`config.mk`:
```
export PLATFORM = sky130hd
export DESIGN_NAME = alu_seq_flat
export DESIGN_NICKNAME = d
export VERILOG_FILES = /design/src/rtl/alu_pkg.sv /design/src/rtl/alu_seq_if.sv /design/src/rtl/alu_mul_seq.sv /design/src/rtl/alu_seq.sv /design/src/flat_wrapper.sv
export SDC_FILE = /design/constraint.sdc
export NUM_CORES = 1
export LEC_CHECK = 0
export BUFFER_PORTS_ARGS = -buffer_cell sky130_fd_sc_hd__buf_2
export CORE_MARGIN = 2
export CORE_UTILIZATION = 25
export DETAILED_ROUTE_END_ITERATION = 7
export GPL_ROUTABILITY_DRIVEN = 1
export HOLD_SLACK_MARGIN = 0.02
export PLACE_DENSITY = 0.52
export SYNTH_ARGS = -nofsm -noshare
export SYNTH_HDL_FRONTEND = slang
export SYNTH_HIERARCHICAL = 1
export SYNTH_SLANG_ARGS = --single-unit
```
`constraint.sdc`:
```
create_clock -name clk -period 2.8 [get_ports clk]
set_input_delay 0 -clock clk [delete_from_list [all_inputs] [get_ports clk]]
set_output_delay 0 -clock clk [all_outputs]
set_load 0.05 [all_outputs]
```
`src/rtl/alu_pkg.sv`:
```
// Shared opcode and FSM encodings for the sequential ALU.
package alu_pkg;

  localparam logic [2:0] OP_ADD = 3'b000;
  localparam logic [2:0] OP_SUB = 3'b001;
  localparam logic [2:0] OP_AND = 3'b010;
  localparam logic [2:0] OP_OR  = 3'b011;
  localparam logic [2:0] OP_XOR = 3'b100;
  localparam logic [2:0] OP_CMP = 3'b101;
  localparam logic [2:0] OP_SHL = 3'b110;
  localparam logic [2:0] OP_MUL = 3'b111;

  typedef enum logic [1:0] {
    ST_IDLE = 2'd0,
    ST_EXEC = 2'd1,
    ST_DONE = 2'd2
  } state_e;

endpackage

```
`src/rtl/alu_seq_if.sv`:
```
// Request/result bundle between the operand source, the ALU and the result consumer.
interface alu_seq_if #(parameter int WIDTH = 8);
  logic             in_valid;
  logic             in_ready;
  logic [2:0]       op;
  logic             use_acc;
  logic [WIDTH-1:0] a;
  logic [WIDTH-1:0] b;
  logic             acc_clr;
  logic             out_valid;
  logic             out_ready;
  logic [WIDTH-1:0] f;
  logic [WIDTH-1:0] f_hi;
  logic             a_bigger;
  logic             b_bigger;
  logic             a_equal_b;
  logic             flag_zero;
  logic             carry_out;
  logic             over_flow;

  modport slave (
    input  in_valid, op, use_acc, a, b, acc_clr, out_ready,
    output in_ready, out_valid, f, f_hi, a_bigger, b_bigger, a_equal_b,
           flag_zero, carry_out, over_flow
  );

  modport master (
    output in_valid, op, use_acc, a, b, acc_clr, out_ready,
    input  in_ready, out_valid, f, f_hi, a_bigger, b_bigger, a_equal_b,
           flag_zero, carry_out, over_flow
  );
endinterface

```
`src/rtl/alu_mul_seq.sv`:
```
// Shift-add unsigned multiplier: loads on start_i, one partial product per cycle for WIDTH cycles.
// done_o marks the last iteration; prod_o is the product that iteration produces.
module alu_mul_seq #(
  parameter int WIDTH = 8
) (
  input  logic               clk,
  input  logic               rst_n,
  input  logic               start_i,
  input  logic [WIDTH-1:0]   a_i,
  input  logic [WIDTH-1:0]   b_i,
  output logic               done_o,
  output logic [2*WIDTH-1:0] prod_o
);

  localparam int CW = (WIDTH > 1) ? $clog2(WIDTH) : 1;

  logic [CW-1:0]      cnt_q, cnt_d;
  logic               busy_q, busy_d;
  logic [WIDTH-1:0]   mcand_q, mcand_d;
  logic [2*WIDTH-1:0] prod_q, prod_d;
  logic [WIDTH:0]     sum;
  logic [2*WIDTH-1:0] prod_step;

  // Multiplier sits in the low half and shifts out LSB-first as the high half accumulates.
  always_comb begin
    sum       = {1'b0, prod_q[2*WIDTH-1:WIDTH]} + (prod_q[0] ? {1'b0, mcand_q} : '0);
    prod_step = {sum, prod_q[WIDTH-1:1]};
    done_o    = busy_q && (cnt_q == CW'(WIDTH - 1));
    prod_o    = prod_step;
  end

  always_comb begin
    cnt_d   = cnt_q;
    busy_d  = busy_q;
    mcand_d = mcand_q;
    prod_d  = prod_q;
    if (start_i) begin
      busy_d  = 1'b1;
      cnt_d   = '0;
      mcand_d = a_i;
      prod_d  = {{WIDTH{1'b0}}, b_i};
    end else if (busy_q) begin
      prod_d = prod_step;
      if (done_o) begin
        busy_d = 1'b0;
        cnt_d  = '0;
      end else begin
        cnt_d = cnt_q + CW'(1);
      end
    end
  end

  always_ff @(posedge clk or negedge rst_n) begin
    if (!rst_n) begin
      cnt_q   <= '0;
      busy_q  <= 1'b0;
      mcand_q <= '0;
      prod_q  <= '0;
    end else begin
      cnt_q   <= cnt_d;
      busy_q  <= busy_d;
      mcand_q <= mcand_d;
      prod_q  <= prod_d;
    end
  end

endmodule

```
`src/rtl/alu_seq.sv`:
```
// Handshaked ALU: one op in flight, 1-cycle simple ops, WIDTH-cycle MUL, result held until taken.
// Accumulator chains results; a new op is taken in DONE in the same edge the result is consumed.
module alu_seq
  import alu_pkg::*;
#(
  parameter int WIDTH = 8
) (
  input  logic     clk,
  input  logic     rst_n,
  alu_seq_if.slave bus
);

  localparam int MSB = WIDTH - 1;

  state_e             state_q, state_d;
  logic               load, res_we;
  logic [2:0]         op_q;
  logic [WIDTH-1:0]   a_q, b_q, eff_a;
  logic [WIDTH-1:0]   acc_q, acc_d;
  logic [WIDTH-1:0]   f_q, f_hi_q;
  logic               a_big_q, b_big_q, eq_q, zero_q, cout_q, ovf_q;
  logic [WIDTH:0]     add_w, sub_w;
  logic [WIDTH-1:0]   res_f, res_hi;
  logic               res_c, res_v;
  logic               mul_done;
  logic [2*WIDTH-1:0] mul_prod;

  assign eff_a        = bus.use_acc ? acc_q : bus.a;
  assign bus.in_ready = (state_q == ST_IDLE) || ((state_q == ST_DONE) && bus.out_ready);

  alu_mul_seq #(.WIDTH(WIDTH)) u_mul (
    .clk     (clk),
    .rst_n   (rst_n),
    .start_i (load && (bus.op == OP_MUL)),
    .a_i     (eff_a),
    .b_i     (bus.b),
    .done_o  (mul_done),
    .prod_o  (mul_prod)
  );

  always_comb begin
    state_d = state_q;
    load    = 1'b0;
    res_we  = 1'b0;
    case (state_q)
      ST_IDLE: if (bus.in_valid) begin
        load    = 1'b1;
        state_d = ST_EXEC;
      end
      ST_EXEC: if ((op_q != OP_MUL) || mul_done) begin
        res_we  = 1'b1;
        state_d = ST_DONE;
      end
      ST_DONE: if (bus.out_ready) begin
        load    = bus.in_valid;
        state_d = bus.in_valid ? ST_EXEC : ST_IDLE;
      end
      default: state_d = ST_IDLE;
    endcase
  end

  always_ff @(posedge clk or negedge rst_n) begin
    if (!rst_n) state_q <= ST_IDLE;
    else        state_q <= state_d;
  end

  always_comb begin
    add_w  = {1'b0, a_q} + {1'b0, b_q};
    sub_w  = {1'b0, a_q} - {1'b0, b_q};
    res_f  = '0;
    res_hi = '0;
    res_c  = 1'b0;
    res_v  = 1'b0;
    case (op_q)
      OP_ADD: begin
        res_f = add_w[MSB:0];
        res_c = add_w[WIDTH];
        res_v = (a_q[MSB] == b_q[MSB]) && (res_f[MSB] != a_q[MSB]);
      end
      OP_SUB, OP_CMP: begin
        res_f = sub_w[MSB:0];
        res_c = ~sub_w[WIDTH];
        res_v = (a_q[MSB] != b_q[MSB]) && (res_f[MSB] != a_q[MSB]);
      end
      OP_AND: res_f = a_q & b_q;
      OP_OR:  res_f = a_q | b_q;
      OP_XOR: res_f = a_q ^ b_q;
      OP_SHL: begin
        res_f = {a_q[MSB-1:0], 1'b0};
        res_c = a_q[MSB];
        res_v = a_q[MSB] ^ a_q[MSB-1];
      end
      OP_MUL: begin
        {res_hi, res_f} = mul_prod;
        res_c = |res_hi;
        res_v = |res_hi;
      end
      default: res_f = '0;
    endcase
  end

  // A result write beats a simultaneous clear; CMP never touches the accumulator.
  always_comb begin
    acc_d = acc_q;
    if (res_we && (op_q != OP_CMP)) acc_d = res_f;
    else if (bus.acc_clr)           acc_d = '0;
  end

  always_ff @(posedge clk or negedge rst_n) begin
    if (!rst_n) begin
      op_q    <= OP_ADD;
      a_q     <= '0;
      b_q     <= '0;
      acc_q   <= '0;
      f_q     <= '0;
      f_hi_q  <= '0;
      a_big_q <= 1'b0;
      b_big_q <= 1'b0;
      eq_q    <= 1'b0;
      zero_q  <= 1'b0;
      cout_q  <= 1'b0;
      ovf_q   <= 1'b0;
    end else begin
      acc_q <= acc_d;
      if (load) begin
        op_q <= bus.op;
        a_q  <= eff_a;
        b_q  <= bus.b;
      end
      if (res_we) begin
        f_q     <= res_f;
        f_hi_q  <= res_hi;
        a_big_q <= a_q > b_q;
        b_big_q <= a_q < b_q;
        eq_q    <= a_q == b_q;
        zero_q  <= res_f == '0;
        cout_q  <= res_c;
        ovf_q   <= res_v;
      end
    end
  end

  assign bus.out_valid = (state_q == ST_DONE);
  assign bus.f         = f_q;
  assign bus.f_hi      = f_hi_q;
  assign bus.a_bigger  = a_big_q;
  assign bus.b_bigger  = b_big_q;
  assign bus.a_equal_b = eq_q;
  assign bus.flag_zero = zero_q;
  assign bus.carry_out = cout_q;
  assign bus.over_flow = ovf_q;

endmodule

```
`src/flat_wrapper.sv`:
```
// flat-port wrapper written by rule: the top's interface ports become plain ports
module alu_seq_flat import alu_pkg::*;
#(
  parameter int WIDTH = 8
)
  (clk, rst_n, bus_in_valid, bus_op, bus_use_acc, bus_a, bus_b, bus_acc_clr, bus_out_ready, bus_in_ready, bus_out_valid, bus_f, bus_f_hi, bus_a_bigger, bus_b_bigger, bus_a_equal_b, bus_flag_zero, bus_carry_out, bus_over_flow);
  alu_seq_if #(.WIDTH(WIDTH)) bus_i ();
  input  logic clk;
  input  logic rst_n;
  input wire logic [$bits(bus_i.in_valid)-1:0] bus_in_valid;
  input wire logic [$bits(bus_i.op)-1:0] bus_op;
  input wire logic [$bits(bus_i.use_acc)-1:0] bus_use_acc;
  input wire logic [$bits(bus_i.a)-1:0] bus_a;
  input wire logic [$bits(bus_i.b)-1:0] bus_b;
  input wire logic [$bits(bus_i.acc_clr)-1:0] bus_acc_clr;
  input wire logic [$bits(bus_i.out_ready)-1:0] bus_out_ready;
  output wire logic [$bits(bus_i.in_ready)-1:0] bus_in_ready;
  output wire logic [$bits(bus_i.out_valid)-1:0] bus_out_valid;
  output wire logic [$bits(bus_i.f)-1:0] bus_f;
  output wire logic [$bits(bus_i.f_hi)-1:0] bus_f_hi;
  output wire logic [$bits(bus_i.a_bigger)-1:0] bus_a_bigger;
  output wire logic [$bits(bus_i.b_bigger)-1:0] bus_b_bigger;
  output wire logic [$bits(bus_i.a_equal_b)-1:0] bus_a_equal_b;
  output wire logic [$bits(bus_i.flag_zero)-1:0] bus_flag_zero;
  output wire logic [$bits(bus_i.carry_out)-1:0] bus_carry_out;
  output wire logic [$bits(bus_i.over_flow)-1:0] bus_over_flow;
  assign bus_i.in_valid = bus_in_valid;
  assign bus_i.op = bus_op;
  assign bus_i.use_acc = bus_use_acc;
  assign bus_i.a = bus_a;
  assign bus_i.b = bus_b;
  assign bus_i.acc_clr = bus_acc_clr;
  assign bus_i.out_ready = bus_out_ready;
  assign bus_in_ready = bus_i.in_ready;
  assign bus_out_valid = bus_i.out_valid;
  assign bus_f = bus_i.f;
  assign bus_f_hi = bus_i.f_hi;
  assign bus_a_bigger = bus_i.a_bigger;
  assign bus_b_bigger = bus_i.b_bigger;
  assign bus_a_equal_b = bus_i.a_equal_b;
  assign bus_flag_zero = bus_i.flag_zero;
  assign bus_carry_out = bus_i.carry_out;
  assign bus_over_flow = bus_i.over_flow;
  alu_seq #(.WIDTH(WIDTH)) u_core (.clk(clk), .rst_n(rst_n), .bus(bus_i));
endmodule
```
==> run_results.csv <==
group,metric,value,unit
clock_network,clk_path_buf_depth,2,
clock_network,cts_tree,"yes",
synthesis,synth.net_count,642,
global_routing,grt.total_usage,14.30,%
setup_path,worstSetupPathType,"reg -> reg",
synthesis,synth_cell_types,74,
synthesis,synth_area_leaders,"dfrtp_1 (37%), ha_1 (8.0%), nand2_1 (5.1%)",
clock_network,cts_root_buffer,"clkbuf_16",
status,status,"complete, but fails checks",
clock_network,cts_sinks,79,
die,initial_core_util,25.36,%
synthesis,yosys.area.top_type,"dfrtp_1",
timing,slew_violations,0,
detailed_routing,antenna_left,0,
synthesis,async_flop_share,100.0,%
finish,drive_above_1_share,26.01,%
detailed_routing,drt-total-wl,15.65,mm
global_routing,grt_pass1_wl,24.88,mm
die,coreArea,20960,sq um
timing,max_freq,352.4,MHz
placement,portBuffers,48,
synthesis,yosysWarnings,6,
detailed_routing,routedWlPerCell,16.58,um
global_routing,overflow,0,
timing,timing.final.ws_setup,-37.82,ps
timing,setup_viol,1,
timing,slew_headroom,58.59,%
die,die_h,149.8,um
detailed_routing,via_count,4596,
placement,gp_congestion,0.8628,
timing,min_period_over_period,101.4,%
timing,worst_pin_slew,619.8,ps
setup_path,cp_data_required_time,3040,ps
global_routing,grt_pass1_vias,4468,
synthesis,netlist_area,5315,sq um
power,power_leakage,3.024,nW
status,violations,"negative setup slack",
timing,hold_viol,0,
clock_network,htreeDepth,3,
power,finalPower,8.902,mW
timing,min_period,2838,ps
finish,finish.utilization,31.59,%
timing,finClkSkew,12.26,ps
setup_path,critPathMaxStageDelay,380,ps
setup_path,crit_path_end_kind,"register",
synthesis,synth-edff-count,0,
global_routing,antenna_found_initial,0,
synthesis,seq_area_frac_synth,37.19,%
clock_network,cts_made_buffers,9,
setup_path,path_cells,"and2_4 -> ha_4 -> fa_2 -> a211oi_4 -> o21bai_1 -> a211oi_2 -> nor2_2 -> nor4_4 -> a21oi_2 -> a211oi_2 -> o311ai_1 -> a22o_1",
placement,place_ws,-245.7,ps
finish,fin_cells,944,
synthesis,synth_seq_cells,79,
setup_path,cpMostUsedCell,"a211oi_2",
die,ios,49,
global_routing,grt_max_degree,45,
setup_path,arrival,3070,ps
die,rows,53,
die,die_area,22440,sq um
finish,syn2layout_area_growth,24.55,%
synthesis,synthCells,580,
synthesis,yosys.area.top_type_share,37.19,%
finish,antenna_cells,0,
finish,layout.nets,726,
setup_path,worst_path_max_delay_cell,"dfrtp_1",
clock_network,path_clk_slew,70,ps
die,fp.dieW,149.8,um
synthesis,synth_ff_type,"dfrtp_1",
synthesis,avgSynthCellArea,9.164,sq um
timing,rsz0062_at_grt,"yes",
detailed_routing,drt-vias-per-instance,4.869,
detailed_routing,drtIter0Drc,258,
placement,dp_hpwl,11.96,mm
setup_path,crit_buf_inv,0,
clock_network,clk-insertion-delay-late,350,ps
setup_path,critPathMaxFanout,3,
detailed_routing,drc_errors,0,
power,vdd.ir_drop.worst,0.3576,mV
setup_path,crit_family,"compound AO/OA/AOI/OAI gates",
detailed_routing,drt-pass1-iter-count,5,
setup_path,cp-start-kind,"register",
power,powerDensity,1345,nW/um^2
min_path,hold_class,"in -> reg",
flow_run,maxCapViolCount,0,
placement,dp.cells,913,
-- layout make-up --
type | count | area [sq um]
sequential | 79 | 1977
multi-input combinational | 437 | 3142
clock inverter | 7 | 80.08
clock buffer | 9 | 225.2
timing repair buffer | 110 | 750.7
fill | 2244 | 14340
tap | 275 | 344.1
inverter | 27 | 101.3
-- what timing repair did --
item,CTS,global route
endpoints found under the setup margin,2,4
buffers inserted,0,1
pin swaps,10,11
hold endpoints to repair,64,0
hold buffers,14,0
resized for setup,11,12
-- synth_stat cells, types with 5 or more instances --
| library cell | n |
|---|---|
| or2_2 | 5 |
| ha_1 | 34 |
| o21ai_0 | 51 |
| nand2_1 | 72 |
| buf_2 | 10 |
| buf_4 | 7 |
| inv_1 | 25 |
| nand3b_1 | 12 |
| and2_1 | 19 |
| nor2b_1 | 14 |
| clkbuf_1 | 15 |
| a21o_1 | 8 |
| nand3_1 | 12 |
| a21oi_1 | 28 |
| dfrtp_1 | 79 |
| mux2_2 | 22 |
| nor4_1 | 5 |
| nand2b_1 | 9 |
| a211oi_1 | 8 |
| nor2_1 | 24 |
| mux2i_1 | 12 |
| xor2_1 | 5 |
| nor3_1 | 8 |
-- worst register-to-register path: cells and delay by family, from the launching register on --
| family | cells | cell delay (ps) |
|---|---|---|
| DFF | 1 | 380 |
| and+or+nand+nor | 3 | 560 |
| AOI/OAI and AO/OA | 7 | 1260 |
| adders and majority gates | 2 | 520 |
-- through the flow --
| step | TNS (ps) | hold WS, ps | cell area [sq um] |
|---|---|---|---|
| after CTS | -37.24 | 35.29 | 6561 |
| final | -37.82 | 44.82 | 6620 |
| after floorplan | 0 | -295.6 | 5315 |
| after detailed placement | -417.2 | 39.43 | 6070 |
| after global placement | -295.8 | 43.50 | 6070 |
| after global routing | -268.2 | 62.95 | 6620 |
-- sequential cells by signal, indices dropped and copies added, names as in the netlist, 3 cells and up --
signal and count:
u_core/u_mul/prod_q 16, u_core/a_q 8, u_core/acc_q 8, u_core/b_q 8, u_core/bus.f 8, u_core/bus.f_hi 8, u_core/u_mul/mcand_q 8, u_core/op_q 3
u_core/u_mul/cnt_q 3
-- metal layers --
| layer | vias up | wire length [um] | share of wire (%) | global-route usage [%] |
|---|---|---|---|---|
| li1 | 2237 | - | - | - |
| met4 | 0 | 291 | 1.9 | 4.340 |
| met2 | 115 | 7118 | 45 | 22.01 |
| met3 | 20 | 594 | 3.8 | 2.226 |
| met1 | 2224 | 7646 | 49 | 20.57 |
| met5 | - | 0 | 0 | 0 |
-- layout by cell type (no fill, tap or decap), types with 4 or more instances in the layout --
cell / netlist / routed
or3_1: 4 / 4
ha_1: 34 / 30
o21ai_1: 3 / 4
a21o_1: 8 / 8
a211oi_1: 8 / 6
nand2b_1: 9 / 9
nand3_1: 12 / 12
clkbuf_16: 0 / 9
or2_2: 5 / 5
a21oi_1: 28 / 26
mux2_2: 22 / 22
o31a_1: 4 / 4
buf_4: 7 / 47
o21ai_0: 51 / 50
nor3_1: 8 / 7
o311ai_1: 4 / 4
and2_1: 19 / 16
a2111oi_0: 4 / 4
dlygate4sd3_1: 0 / 14
buf_2: 10 / 47
mux2i_1: 12 / 12
inv_1: 25 / 25
nand3b_1: 12 / 12
nor2_1: 24 / 23
nand2_1: 72 / 72
xor2_1: 5 / 5
dfrtp_1: 79 / 79
nor2b_1: 14 / 14
a211o_1: 4 / 4
a211oi_2: 3 / 4
-- cell families (layout without fill, tap and decap cells) --
logic type,after synthesis,after routing,share of synthesized area [%]
xor gates and xnor gates,7,7,1.154
and+or+nand+nor,204,204,19.99
AOI/OAI and AO/OA,155,155,20.22
DFF,79,79,37.19
adders and majority gates,37,37,9.134
buffers and inverters,64,153,5.390
muxes,34,34,6.921
-- report_power, final --
group / switching [mW] / leakage, nW / internal [mW] / total, mW
registers: 0.408 / 1.01 / 1.62 / 2.03
clock network: 0.540 / 0.148 / 0.703 / 1.24
logic: 3.33 / 1.87 / 2.30 / 5.63
-- worst paths after layout --
path | slack (ps) | endpoint | from | depth (start not counted)
setup / recovery | -40 | u_core/bus.carry_out | u_core/u_mul/mcand_q[0] | 12
hold / removal | 40 | u_core/a_q[6] | bus_a[6] | 4
setup reg to reg | -40 | u_core/bus.carry_out | u_core/u_mul/mcand_q[0] | 12
hold reg to reg | 470 | u_core/bus.f_hi[7] | u_core/bus.f_hi[7] | 2
max in group asynchronous | 1890 | u_core/bus.carry_out | rst_n | 3
min in group asynchronous | 190 | u_core/b_q[5] | rst_n | 2
No activity file was read; power rests on OpenSTA's default activity.
